**config.mk**
```make
export PLATFORM = sky130hd
export DESIGN_NAME = ecc_dec_correct
export DESIGN_NICKNAME = d
export VERILOG_FILES = /design/src/rtl/ecc_dec_correct.sv
export SDC_FILE = /design/constraint.sdc
export NUM_CORES = 1
export LEC_CHECK = 0
export BUFFER_PORTS_ARGS = -buffer_cell sky130_fd_sc_hd__buf_2
export CAP_MARGIN = 5
export CORE_MARGIN = 2
export CORE_UTILIZATION = 50
export DETAILED_ROUTE_END_ITERATION = 16
export PLACE_DENSITY_LB_ADDON = 0.08
export SETUP_SLACK_MARGIN = 0.02
export SLEW_MARGIN = 20
export SYNTH_ARGS = -nofsm -noshare
export SYNTH_HDL_FRONTEND = slang
export SYNTH_SLANG_ARGS = --single-unit
```
**constraint.sdc**
```tcl
create_clock -name clk -period 2.3 [get_ports clk]
set_input_delay 0.23 -clock clk [delete_from_list [all_inputs] [get_ports clk]]
set_output_delay 0.23 -clock clk [all_outputs]
set_load 0.02 [all_outputs]
```
**src/rtl/ecc_dec_correct.sv**
```systemverilog
// Extended-Hamming (8,4) correction stage: classifies and corrects a codeword using its
// syndrome column, registers the result behind a valid/ready handshake, and keeps error statistics.
module ecc_dec_correct #(
   parameter int unsigned DATA_WIDTH = 32,
   parameter int unsigned CNT_WIDTH  = 16
) (
   input  logic                  clk,
   input  logic                  rst,
   input  logic                  in_valid,
   output logic                  in_ready,
   input  logic [DATA_WIDTH-1:0] NoisyCodeWord,
   input  logic [3:0]            column,
   output logic                  out_valid,
   input  logic                  out_ready,
   output logic [DATA_WIDTH-1:0] corr_word,
   output logic [3:0]            data_out,
   output logic [1:0]            num_of_errors,
   input  logic                  cnt_clr,
   output logic [CNT_WIDTH-1:0]  cnt_corr,
   output logic [CNT_WIDTH-1:0]  cnt_uncorr
);

   typedef enum logic {
      EMPTY = 1'b0,
      FULL  = 1'b1
   } state_t;

   state_t                state_q;
   state_t                state_d;
   logic                  xfer;
   logic [7:0]            flip_mask;
   logic [1:0]            nerr_d;
   logic [DATA_WIDTH-1:0] corr_d;

   // in_ready is combinational so the stage can stream one word per cycle
   assign in_ready  = (state_q == EMPTY) || out_ready;
   assign xfer      = in_valid && in_ready;
   assign out_valid = (state_q == FULL);

   // Syndrome decode: locate the erroneous bit (single error) or flag a double error
   always_comb begin
      flip_mask = 8'h00;
      nerr_d    = 2'd0;
      if (column == 4'b0000) begin
         nerr_d = 2'd0;
      end else if (column[3]) begin
         nerr_d = 2'd1;
         case (column[2:0])
            3'b000:  flip_mask = 8'h08;
            3'b111:  flip_mask = 8'h80;
            3'b110:  flip_mask = 8'h40;
            3'b101:  flip_mask = 8'h20;
            3'b011:  flip_mask = 8'h10;
            3'b100:  flip_mask = 8'h04;
            3'b010:  flip_mask = 8'h02;
            3'b001:  flip_mask = 8'h01;
            default: flip_mask = 8'h00;
         endcase
      end else begin
         nerr_d = 2'd2;
      end
   end

   // Upper bits pass through untouched since the mask is zero-extended
   assign corr_d = NoisyCodeWord ^ DATA_WIDTH'(flip_mask);

   always_ff @(posedge clk or posedge rst) begin
      if (rst) begin
         state_q <= EMPTY;
      end else begin
         state_q <= state_d;
      end
   end

   always_comb begin
      state_d = state_q;
      case (state_q)
         EMPTY: begin
            if (xfer) begin
               state_d = FULL;
            end
         end
         FULL: begin
            if (xfer) begin
               state_d = FULL;
            end else if (out_ready) begin
               state_d = EMPTY;
            end
         end
         default: state_d = EMPTY;
      endcase
   end

   // Result registers load only on a transfer; otherwise they hold
   always_ff @(posedge clk or posedge rst) begin
      if (rst) begin
         corr_word     <= '0;
         data_out      <= 4'h0;
         num_of_errors <= 2'd0;
      end else if (xfer) begin
         corr_word     <= corr_d;
         data_out      <= corr_d[7:4];
         num_of_errors <= nerr_d;
      end
   end

   // Saturating statistics; clear wins over a same-cycle increment
   always_ff @(posedge clk or posedge rst) begin
      if (rst) begin
         cnt_corr   <= '0;
         cnt_uncorr <= '0;
      end else if (cnt_clr) begin
         cnt_corr   <= '0;
         cnt_uncorr <= '0;
      end else if (xfer) begin
         if ((nerr_d == 2'd1) && !(&cnt_corr)) begin
            cnt_corr <= cnt_corr + CNT_WIDTH'(1);
         end
         if ((nerr_d == 2'd2) && !(&cnt_uncorr)) begin
            cnt_uncorr <= cnt_uncorr + CNT_WIDTH'(1);
         end
      end
   end

endmodule

```
==> results.yml <==
clocking:
  cts.sinks: 67
  clk_pin_slew_ns: 0.09
  cts_made_buffers: 9
  cts_tree: "built"
  post_cts_buffers: 0
  clock_latency_ns: 0.35
  cts_max_path_buffers: 2
  holdBufCountCts: 1
  cts_resized: 0
  h-tree-depth: 3
  cts_root_buf: "clkbuf_8"
setup_path:
  worstSetupStartpointType: "register"
  critPathArrivalTime_ns: 2.27
  path_cells: "ha_1, and4_1, nand4_1, nor4b_1, mux2_2"
  critPathMaxFanout: 8
  slowest_delay_ns: 0.41
  worstSetupEndpointType: "register"
  critPathRequiredTime_ns: 2.53
  slowest_stage: "dfrtp_1"
  path_class: "reg -> reg"
timing:
  worst_slew_pin_slew_ns: 0.781
  relSlewSlack_pct: 47.9
  drv_slew: 0
  tns_ns: 0
  setup_ws_ns: 0.265
  rsz0062_at_grt: "no"
  fin_crit_sh_pct: 88.5
  finalHoldViolCount: 0
  final.setup_skew_ns: 0.0127
  final-setup-viol-count: 0
  max_freq_ghz: 0.491
  fin_crit_ns: 2.03
run:
  drv_cap: 0
placement:
  placed_cell_area_um2: 4000
  pre_cts_slack_ns: 0.271
  dp_hpwl_mm: 5.43
  gp_congestion: 0.819
  io_buffers: 112
pwr:
  ir_worst_vdd_uv: 314
  p_leak_nw: 1.98
  p_per_area_nw_per_um2: 687
route:
  viasPerCell: 5.55
  antenna_left: 0
  first_pass_iters: 4
  drt_iter0_markers: 58
  drc: 0
  wirelength_mm: 7.95
  post_drt_wl_per_cell_um: 15.5
  vias: 2854
logic_synthesis:
  synth_top_cell_by_area: "dfrtp_1"
  synth_edf_count: 0
  synthCells: 322
  yosysSeqAreaShare_pct: 49.4
  avgSynthCellArea_um2: 10.5
  yosys_register_bits: 67
  yosysWarnings: 0
  synth_flop_cell: "dfrtp_1"
  synthDominantCellAreaShare_pct: 49.4
  netlist_area_um2: 3400
  synthTopCellsByArea: "dfrtp_1 (49%), mux2_2 (12%), nand2_1 (3.0%)"
  ys_types: 42
  synthArstFlopShare_pct: 100
  synth_nets: 365
die:
  start_util_pct: 50.8
  die_w_um: 86.4
  design.core.area_um2: 6680
  ioPinCount: 113
  num_rows: 30
  die_h_um: 86.4
  dieArea_um2: 7470
layout:
  fillers: 592
  drive_gt1_share_pct: 41.0
  diodes: 0
  final_area_um2: 4240
  final_util_pct: 63.4
  final_nets: 472
  area_growth_pct: 24.8
worst_hold_path:
  worstHoldPathType: "in -> reg"
run_status:
  status: "complete, no violations"
grt:
  grt_max_degree: 45
  grt_usage_pct: 21.8
  grt-ovfl-total: 0
  antenna_found_initial: 0
  grt_first_pass_wirelength_mm: 13.0
  first_global_vias: 2668
-- final cells by class --
cell class | count | area [um2] | share of cell area [%]
Inverter | 6 | 22.5 | 0.531
Timing Repair Buffer | 119 | 628 | 14.8
Multi-Input combinational cell | 226 | 1590 | 37.4
Sequential cell | 67 | 1680 | 39.6
Clock buffer | 9 | 124 | 2.92
Tap cell | 80 | 100 | 2.36
Clock inverter | 7 | 100 | 2.36
-- kinds of logic (layout without fill, tap and decap cells) --
family                     Yosys count  in the layout  synth area share [%]
muxes                               38             38                  12.6
adders and majority gates            2              2                 0.737
DFF                                 67             67                  49.4
AOI/OAI and AO/OA                   47             47                  8.62
buffers and inverters               29            141                  4.13
and+or+nand+nor                    131            131                  22.5
xor gates and xnor gates             8              8                  2.06
-- worst paths after layout --
path	start	slack [ns]	endpoint	depth (start not counted)
worst max-delay path	cnt_corr[0]	0.27	cnt_corr[12]	5
worst min-delay path	NoisyCodeWord[25]	0.10	corr_word[25]	2
worst max register to register	cnt_corr[0]	0.27	cnt_corr[12]	5
worst min register to register	corr_word[0]	0.47	corr_word[0]	2
max in group asynchronous	rst	1.15	cnt_corr[5]	4
min in group asynchronous	rst	0.48	corr_word[24]	3
-- report_power, final --
| part | switching (mW) | internal [mW] | leakage [nW] | total (mW) |
|---|---|---|---|---|
| logic | 0.292 | 0.184 | 1.01 | 0.477 |
| registers | 0.0439 | 1.27 | 0.861 | 1.31 |
| clock network | 0.502 | 0.620 | 0.114 | 1.12 |
-- sequential cells by signal, indices dropped and copies added (netlist names) --
signal / cells
corr_word: 32
cnt_corr: 16
cnt_uncorr: 16
num_of_errors: 2
out_valid: 1
-- worst max-delay path: cells and delay by family, from the launching register on --
family	cells	cell delay, ns
mux	1	0.37
simple gates	3	0.90
flops	1	0.41
fa+ha+maj	1	0.23
-- stage by stage --
step	hold slack [ns]	cells	power (mW)
6_report	0.102	514	2.91
5_1_grt	0.0932	514	3.04
4_1_cts	0.0919	514	2.95
3_5_place_dp	0.328	497	1.82
3_3_place_gp	0.318	497	1.80
2_1_floorplan	0.381	322	1.65
-- synth_stat cells, types with 2 or more instances --
cell type	number
a211oi_1	4
a21oi_1	15
and3_1	7
and4_1	2
buf_2	4
buf_4	6
clkbuf_1	10
clkbuf_2	3
dfrtp_1	67
ha_1	2
inv_1	6
mux2_2	37
nand2_1	27
nand2b_1	2
nand3_1	9
nand4_1	13
nand4b_1	3
nor2_1	16
nor2b_1	13
nor3_1	3
nor4_1	10
nor4b_1	2
nor4bb_1	2
o21ai_0	12
o311ai_0	2
o31ai_1	10
or3_1	5
or4_1	10
xnor2_1	4
xor2_1	4
-- routing by layer --
layer	global-route usage [%]	wire, um
met1	30.0	3660
met2	33.3	3670
met3	4.48	516
met4	9.80	106
met5	0	0
-- layout by cell type, fill, tap and decap left out, types with 4 or more instances in the layout --
cell type / n
a211oi_1: 4
nor4_1: 9
or3_1: 5
o21ai_0: 12
nor2_1: 16
buf_4: 5
or4_1: 10
inv_1: 5
buf_2: 112
xnor2_1: 4
nand3_1: 9
nor2b_1: 13
clkbuf_8: 9
dfrtp_1: 67
nand4_1: 13
a21oi_1: 15
xor2_1: 4
nand2_1: 27
mux2_2: 37
and3_1: 7
o31ai_1: 10
(Power assumes the default switching activity.)
